<file path="config.mk">
export PLATFORM = sky130hd
export DESIGN_NAME = rpc2_ctrl_fifo_rd_pack_flat
export DESIGN_NICKNAME = d
export VERILOG_FILES = /design/src/rtl/rpc2_ctrl_fifo_rd_pack_if.sv /design/src/rtl/rpc2_ctrl_fifo_rd_pack.sv /design/src/flat_wrapper.sv
export SDC_FILE = /design/constraint.sdc
export NUM_CORES = 1
export LEC_CHECK = 0
export ABC_AREA = 0
export BUFFER_PORTS_ARGS = -buffer_cell sky130_fd_sc_hd__clkbuf_2
export CAP_MARGIN = 20
export CORE_MARGIN = 1
export CORE_UTILIZATION = 55
export CTS_CLUSTER_DIAMETER = 80
export CTS_CLUSTER_SIZE = 8
export DETAILED_ROUTE_END_ITERATION = 10
export PLACE_DENSITY_LB_ADDON = 0.12
export SYNTH_ARGS = -nofsm -noshare
export SYNTH_HDL_FRONTEND = slang
export SYNTH_SLANG_ARGS = --single-unit
</file>
<file path="constraint.sdc">
create_clock -name clk -period 4.9 [get_ports clk]
set_input_delay 0.98 -clock clk [delete_from_list [all_inputs] [get_ports clk]]
set_output_delay 0.98 -clock clk [all_outputs]
set_load 0.02 [all_outputs]
</file>
<file path="src/rtl/rpc2_ctrl_fifo_rd_pack_if.sv">
// Bundles the command, FIFO read and packed-beat stream signals of the read-side drain engine.
// The master modport is the drain engine's view; slave is the surrounding environment.
interface rpc2_ctrl_fifo_rd_pack_if #(
    parameter int IN_WIDTH = 16,
    parameter int LEN_BITS = 8
);
    logic                  cmd_valid;
    logic                  cmd_ready;
    logic [LEN_BITS-1:0]   cmd_len;
    logic                  fifo_rd_en;
    logic [IN_WIDTH-1:0]   fifo_rd_data;
    logic                  fifo_empty;
    logic                  m_valid;
    logic                  m_ready;
    logic [2*IN_WIDTH-1:0] m_data;
    logic                  m_last;
    logic                  busy;

    modport master (
        input  cmd_valid, cmd_len, fifo_rd_data, fifo_empty, m_ready,
        output cmd_ready, fifo_rd_en, m_valid, m_data, m_last, busy
    );

    modport slave (
        output cmd_valid, cmd_len, fifo_rd_data, fifo_empty, m_ready,
        input  cmd_ready, fifo_rd_en, m_valid, m_data, m_last, busy
    );
endinterface

</file>
<file path="src/rtl/rpc2_ctrl_fifo_rd_pack.sv">
// Drains the 16-bit controller FIFO, packs word pairs into 32-bit beats and frames each
// burst with a last flag; a 4-entry queue plus one in-flight credit absorbs read latency.
module rpc2_ctrl_fifo_rd_pack #(
    parameter int IN_WIDTH = 16,
    parameter int LEN_BITS = 8
) (
    input  logic clk,
    input  logic rst_n,
    rpc2_ctrl_fifo_rd_pack_if.master bus
);
    typedef enum logic [0:0] {
        IDLE = 1'b0,
        RUN  = 1'b1
    } state_t;

    localparam logic [LEN_BITS:0]   BEAT_ONE = {{LEN_BITS{1'b0}}, 1'b1};
    localparam logic [LEN_BITS+1:0] WORD_ONE = {{(LEN_BITS+1){1'b0}}, 1'b1};

    state_t              state_r;
    logic [LEN_BITS:0]   beats_total_r;
    logic [LEN_BITS:0]   beat_cnt_r;
    logic [LEN_BITS+1:0] words_to_req_r;
    logic [IN_WIDTH-1:0] queue_r [4];
    logic [1:0]          head_r;
    logic [1:0]          tail_r;
    logic [2:0]          occ_r;
    logic                inflight_r;

    logic                rd_en_s;
    logic                m_valid_s;
    logic                m_last_s;
    logic                accept_s;
    logic [2:0]          credit_s;
    logic [2:0]          occ_next_s;
    logic [LEN_BITS:0]   cmd_beats_s;
    logic [LEN_BITS:0]   last_idx_s;

    // Pop issue, beat presentation and queue occupancy bookkeeping for this cycle.
    always_comb begin
        credit_s    = occ_r + {2'b00, inflight_r};
        cmd_beats_s = {1'b0, bus.cmd_len} + BEAT_ONE;
        last_idx_s  = beats_total_r - BEAT_ONE;
        // The in-flight word already owns a queue slot, so the credit limit prevents overflow.
        if ((state_r == RUN) && !bus.fifo_empty && (words_to_req_r != '0) && (credit_s < 3'd4)) begin
            rd_en_s = 1'b1;
        end else begin
            rd_en_s = 1'b0;
        end
        m_valid_s = (state_r == RUN) && (occ_r >= 3'd2);
        m_last_s  = m_valid_s && (beat_cnt_r == last_idx_s);
        accept_s  = m_valid_s && bus.m_ready;
        if (accept_s) begin
            occ_next_s = occ_r + {2'b00, inflight_r} - 3'd2;
        end else begin
            occ_next_s = occ_r + {2'b00, inflight_r};
        end
    end

    // Stream outputs come only from state and queue registers, never from m_ready.
    assign bus.cmd_ready  = (state_r == IDLE);
    assign bus.busy       = (state_r == RUN);
    assign bus.fifo_rd_en = rd_en_s;
    assign bus.m_valid    = m_valid_s;
    assign bus.m_last     = m_last_s;
    assign bus.m_data     = {queue_r[head_r + 2'd1], queue_r[head_r]};

    // Burst FSM together with the queue, pointers and request/beat counters.
    always_ff @(posedge clk or negedge rst_n) begin
        if (!rst_n) begin
            state_r        <= IDLE;
            beats_total_r  <= '0;
            beat_cnt_r     <= '0;
            words_to_req_r <= '0;
            head_r         <= 2'd0;
            tail_r         <= 2'd0;
            occ_r          <= 3'd0;
            inflight_r     <= 1'b0;
            for (int i = 0; i < 4; i++) begin
                queue_r[i] <= '0;
            end
        end else begin
            inflight_r <= rd_en_s;
            occ_r      <= occ_next_s;
            if (inflight_r) begin
                queue_r[tail_r] <= bus.fifo_rd_data;
                tail_r          <= tail_r + 2'd1;
            end
            if (accept_s) begin
                head_r     <= head_r + 2'd2;
                beat_cnt_r <= beat_cnt_r + BEAT_ONE;
            end
            if (rd_en_s) begin
                words_to_req_r <= words_to_req_r - WORD_ONE;
            end
            case (state_r)
                IDLE: begin
                    if (bus.cmd_valid) begin
                        state_r        <= RUN;
                        beats_total_r  <= cmd_beats_s;
                        words_to_req_r <= {cmd_beats_s, 1'b0};
                        beat_cnt_r     <= '0;
                    end else begin
                        state_r <= IDLE;
                    end
                end
                RUN: begin
                    if (accept_s && m_last_s) begin
                        state_r <= IDLE;
                    end else begin
                        state_r <= RUN;
                    end
                end
                default: begin
                    state_r <= IDLE;
                end
            endcase
        end
    end
endmodule

</file>
<file path="src/flat_wrapper.sv">
// flat-port wrapper written by rule: the top's interface ports become plain ports
module rpc2_ctrl_fifo_rd_pack_flat 
#(
    parameter int IN_WIDTH = 16,
    parameter int LEN_BITS = 8
)
  (clk, rst_n, bus_cmd_valid, bus_cmd_len, bus_fifo_rd_data, bus_fifo_empty, bus_m_ready, bus_cmd_ready, bus_fifo_rd_en, bus_m_valid, bus_m_data, bus_m_last, bus_busy);
  rpc2_ctrl_fifo_rd_pack_if #(.IN_WIDTH(IN_WIDTH), .LEN_BITS(LEN_BITS)) bus_i ();
  input  logic clk;
  input  logic rst_n;
  input wire logic [$bits(bus_i.cmd_valid)-1:0] bus_cmd_valid;
  input wire logic [$bits(bus_i.cmd_len)-1:0] bus_cmd_len;
  input wire logic [$bits(bus_i.fifo_rd_data)-1:0] bus_fifo_rd_data;
  input wire logic [$bits(bus_i.fifo_empty)-1:0] bus_fifo_empty;
  input wire logic [$bits(bus_i.m_ready)-1:0] bus_m_ready;
  output wire logic [$bits(bus_i.cmd_ready)-1:0] bus_cmd_ready;
  output wire logic [$bits(bus_i.fifo_rd_en)-1:0] bus_fifo_rd_en;
  output wire logic [$bits(bus_i.m_valid)-1:0] bus_m_valid;
  output wire logic [$bits(bus_i.m_data)-1:0] bus_m_data;
  output wire logic [$bits(bus_i.m_last)-1:0] bus_m_last;
  output wire logic [$bits(bus_i.busy)-1:0] bus_busy;
  assign bus_i.cmd_valid = bus_cmd_valid;
  assign bus_i.cmd_len = bus_cmd_len;
  assign bus_i.fifo_rd_data = bus_fifo_rd_data;
  assign bus_i.fifo_empty = bus_fifo_empty;
  assign bus_i.m_ready = bus_m_ready;
  assign bus_cmd_ready = bus_i.cmd_ready;
  assign bus_fifo_rd_en = bus_i.fifo_rd_en;
  assign bus_m_valid = bus_i.m_valid;
  assign bus_m_data = bus_i.m_data;
  assign bus_m_last = bus_i.m_last;
  assign bus_busy = bus_i.busy;
  rpc2_ctrl_fifo_rd_pack #(.IN_WIDTH(IN_WIDTH), .LEN_BITS(LEN_BITS)) u_core (.clk(clk), .rst_n(rst_n), .bus(bus_i));
endmodule
</file>
Word level (Yosys, flattened, before mapping)
Cells that the tools add are included.

$add $sub $neg: 9. Multiply operators: 0. Div/mod/pow operators: 0. Order comparisons: 6. Equality and inequality tests: 1. Shift-type cells: 0. Mux-type cells: 20. Bitwise logic cells: 4. Reductions and logical operators: 11.

Operators with widths (number): $mux W16 (5); $bmux W16 S2 (2); $bwmux W64 (1); $demux W16 S2 (1); $mux W10 (3); $mux W9 (3); $reduce_bool A10 Y1 (1); $sub A10 B1 Y10 const B (1); $add A8 B1 Y9 const B (1); $add A9 B1 Y9 const B (1); $eq A9 B9 Y1 (1); $ge A3 B3 Y1 const B (3); $not A2 Y3 (3); $sub A9 B1 Y9 const B (1); $logic_and A1 B1 Y1 (8); $add A2 B1 Y2 const B (2); $add A3 B1 Y3 (1); $ge A3 B2 Y1 const B (1); $lt A3 B1 Y1 const B (1); $lt A3 B3 Y1 const B (1); $mux W1 (3); $mux W3 (1); $sub A3 B2 Y3 const B (1); $add A2 B2 Y2 const B (1); other kinds (4) (4).

Register bits: 101. Latch bits: 0. RAM bits: 0. Memory bits (read-only): 0. Input port bits: 29. Output and inout bits: 37. Word-level logic and storage cells: 63. Memories: 0.

Logic depth before layout (Yosys ltp)
Depth after elaboration: 8. Gate-level depth with buffers: 7. Gate-level depth less buffers: 7.

Worst setup path after synthesis
No wires, ideal clock.

Kind: register to output. Start: register u_core.beats_total_r[0]. End: output bus_m_last. Data arrival time: 1.890 ns. Required time: 3.920 ns. Slack: 2.030 ns. Cell stages (with the launch flop): 8. Cell sequence: dfrtp_1 inv_1 ha_1 or4b_1 nor4_1 xnor2_1 nand3_1 nor2_1.

Cells in the longest elaborated chain, start to end: 3.

RTL lines: start: declaration (RTL line rpc2_ctrl_fifo_rd_pack.sv:20) `logic [LEN_BITS:0] beats_total_r;`; start signal: assignment (RTL line rpc2_ctrl_fifo_rd_pack.sv:99) `beats_total_r <= cmd_beats_s;`; $sub A9 B1 Y9 (RTL line rpc2_ctrl_fifo_rd_pack.sv:42) `last_idx_s = beats_total_r - BEAT_ONE;`; $eq A9 B9 Y1 (RTL line rpc2_ctrl_fifo_rd_pack.sv:50) `m_last_s = m_valid_s && (beat_cnt_r == last_idx_s);`; $logic_and A1 B1 Y1 (RTL line rpc2_ctrl_fifo_rd_pack.sv:50); end: declaration (RTL line flat_wrapper.sv:20) `output wire logic [$bits(bus_i.m_last)-1:0] bus_m_last;`.

Every way passes these cells.

Worst setup path after layout
Same ends and word-level chain as after synthesis.

==> results.sh <==
export IMPL_synthMuxAreaShare_pct=22.41
export IMPL_globalplace_congestion=0.8584
export IMPL_outcome="completed"
export IMPL_drtIter0Drc=90
export IMPL_syn_cell_area_sq_mm=0.004825
export IMPL_critPathCapture="bus_m_last"
export IMPL_final_cell_mix="dfrtp_1 (100), mux2_2 (96), clkbuf_2 (64)"
export IMPL_crit_path_cell_trace="inv_1 > ha_1 > or4b_1 > nor4_1 > xnor2_1 > nand3_1 > nor2_1 > clkbuf_2"
export IMPL_leakage_uw=0.002427
export IMPL_ant_nets=0
export IMPL_synthTopCellsByArea="dfrtp_1 (52%), mux2_2 (22%), xnor2_1 (3.8%)"
export IMPL_area_growth_pct=12.76
export IMPL_layout_commonest_cell="dfrtp_1"
export IMPL_place_hpwl_mm=5.972
export IMPL_dieArea_sq_mm=0.009151
export IMPL_slew_headroom_pct=42.63
export IMPL_dr_total_vias=3087
export IMPL_ctsHoldBuffers=0
export IMPL_clock_sinks=100
export IMPL_fin_nets=490
export IMPL_drv_cap=0
export IMPL_yosysTopAreaCell="dfrtp_1"
export IMPL_initial_core_util_pct=57.85
export IMPL_post_drt_wl_per_cell_um=15.48
export IMPL_ir_drop_mv=0.3233
export IMPL_cpMaxStageDelayCell="or4b_1"
export IMPL_timing_final_crit_share_pct=68.17
export IMPL_cts_made_buffers=9
export IMPL_synth_seq_cells=100
export IMPL_vias_per_cell=5.513
export IMPL_clk_latency_ps=360
export IMPL_drt_wl_total_mm=8.668
export IMPL_numPortBuffers=65
export IMPL_synth_distinct_cells=42
export IMPL_clk_pin_slew_worst_paths_ps=90
export IMPL_rr_endpoint="u_core.words_to_req_r[7]"
export IMPL_synth_edf_count=0
export IMPL_fillCellCount=707
export IMPL_num_antenna_cells=0
export IMPL_tightestPinTransition_ps=860.5
export IMPL_ff2ff_setup_slack_ps=2570
export IMPL_grt_antenna_before_repair=0
export IMPL_arrival_ps=2360
export IMPL_io_pins=66
export IMPL_crit_start="u_core.beats_total_r[0]"
export IMPL_drive_gt1_share_pct=40.88
export IMPL_grt_pass1_vias=3024
export IMPL_dieHeight_um=95.66
export IMPL_overflow=0
export IMPL_synth_xor_area_share_pct=7.080
export IMPL_powerDensity_mw_per_mm2=646.8
export IMPL_r2r_start="u_core.inflight_r"
export IMPL_post_cts_setup_buffers=0
export IMPL_coreArea_sq_mm=0.008341
export IMPL_cpPeakStageDelay_ps=500
export IMPL_firstDrtPassIters=4
export IMPL_startpoint_type="flip-flop"
export IMPL_synth_async_reset_ratio_pct=100.0
export IMPL_worstHoldStart="u_core.occ_r[0]"
export IMPL_clk_path_buf_depth=2
export IMPL_hold_viol_final=0
export IMPL_seq_area_frac_synth_pct=51.87
export IMPL_grt_max_degree=70
export IMPL_grt_setup_unrepaired="no"
export IMPL_fmax_mhz=299.4
export IMPL_grt_pass1_wl_mm=14.55
export IMPL_clock_root_buffer="clkbuf_8"
export IMPL_post_route_cell_area_sq_mm=0.005440
export IMPL_syn_avg_cell_area_sq_um=12.47
export IMPL_yosys_area_share_adder_pct=2.593
export IMPL_ys_warn_count=0
export IMPL_final_setup_viol_count=0
export IMPL_worstSetupPathType="reg -> out"
export IMPL_synth_top_flop_cell="dfrtp_1"
export IMPL_fp_row_count=33
export IMPL_place_area_sq_mm=0.005245
export IMPL_min_period_ps=3340
export IMPL_syn_nets=426
export IMPL_synth_top_family_by_area="multiplexers"
export IMPL_htree_levels=3
export IMPL_yosysTopAreaCellShare_pct=51.87
export IMPL_path_max_fanout=5
export IMPL_synthCells=387
export IMPL_required_ps=3920
export IMPL_cts_tree="done"
export IMPL_drc=0
export IMPL_grt_util_all_layers_pct=21.11
export IMPL_cts_resized=0
export IMPL_reg2regPathDepth=7
export IMPL_skew_ps=12.37
export IMPL_worstSetupEndpointType="output pin"
export IMPL_yosys_area_share_simple_pct=9.751
export IMPL_tns_ps=0
export IMPL_synth_compound_area_share_pct=4.487
export IMPL_drv_slew=0
export IMPL_die_x_um=95.66
export IMPL_hold_path_class="reg -> reg"
## worst min-delay path by stage
stage / endpoint / cells after the start
after floorplan: u_core.occ_r[0] / 1
after global placement: u_core.occ_r[0] / 1
after detailed placement: u_core.occ_r[0] / 1
after CTS: u_core.occ_r[0] / 1
after global routing: u_core.occ_r[0] / 1
final: u_core.occ_r[0] / 1
## critical path: cells and delay by family (launching register included)
kind                     cells  cell delay (ps)
AND/OR/NAND/NOR              4              960
flip-flops                   1              440
buffers and inverters        2              250
adder cells (fa/ha/maj)      1              200
XOR/XNOR                     1              160
## stage by stage
stage | power [uW] | utilization (%) | setup WS (ps) | cells | hold slack (ps)
4_1_cts | 3562 | 65.23 | 1530 | 560 | 480.6
2_1_floorplan | 2598 | - | 2030 | 387 | 443.0
3_5_place_dp | 3022 | 62.89 | 1795 | 545 | 459.6
5_1_grt | 3772 | 65.23 | 1380 | 560 | 499.9
6_report | 3519 | 65.23 | 1560 | 560 | 475.8
3_3_place_gp | 2971 | 62.89 | 1816 | 545 | 452.3
## metal layers
layer	global-route usage, %	share of wire [%]	up-vias
met4	7.836	1.4	0
met3	4.545	4.3	8
met5	0	0	-
met2	32.44	46	54
li1	-	-	1492
met1	29.48	48	1533
## flip-flops by register name, indices dropped and copies added (netlist names)
register / cells
u_core.beat_cnt_r: 9
u_core.beats_total_r: 9
u_core.bus.busy: 1
u_core.head_r: 1
u_core.inflight_r: 1
u_core.occ_r: 3
u_core.queue_r: 64
u_core.tail_r: 2
u_core.words_to_req_r: 10
## report_power, final
part	total [uW]	internal, uW	leakage (uW)	switching [uW]
Combinational	1540	765	0.00115	776
Clock	531	240	0.0000980	291
Sequential	1450	1200	0.00118	249
## kinds of logic after synthesis
family / count (synthesis)
mux: 96
compound gates: 31
buf+inv: 23
fa+ha+maj: 10
simple gates: 88
flops: 100
xor+xnor: 39
## synth_stat cells (2+ instances only)
cell type  number
and2_1          2
and3_1          3
clkbuf_1       13
a31oi_1         3
dfrtp_1       100
nand4_1         4
nor2_1         29
ha_1           10
xnor2_1        21
a21oi_1         9
nand3_1         5
inv_1           9
o21a_1          2
o211ai_1        4
nor4_1          3
nor4b_2         2
xor2_1         18
nand2_1        23
nor3_1          3
o21ai_0         7
mux2_2         96
## cell type report
cell class / instances / area (sq um) / share of cell area (%)
repair buffers: 67 / 342.8 / 6.302
inverters: 9 / 33.78 / 0.6210
clock inverters: 6 / 71.32 / 1.311
flip-flops and latches: 100 / 2502 / 46.00
clock buffers: 9 / 123.9 / 2.277
well taps: 105 / 131.4 / 2.415
multi-input cells: 264 / 2235 / 41.08
Power figures use the tool's default switching activity.
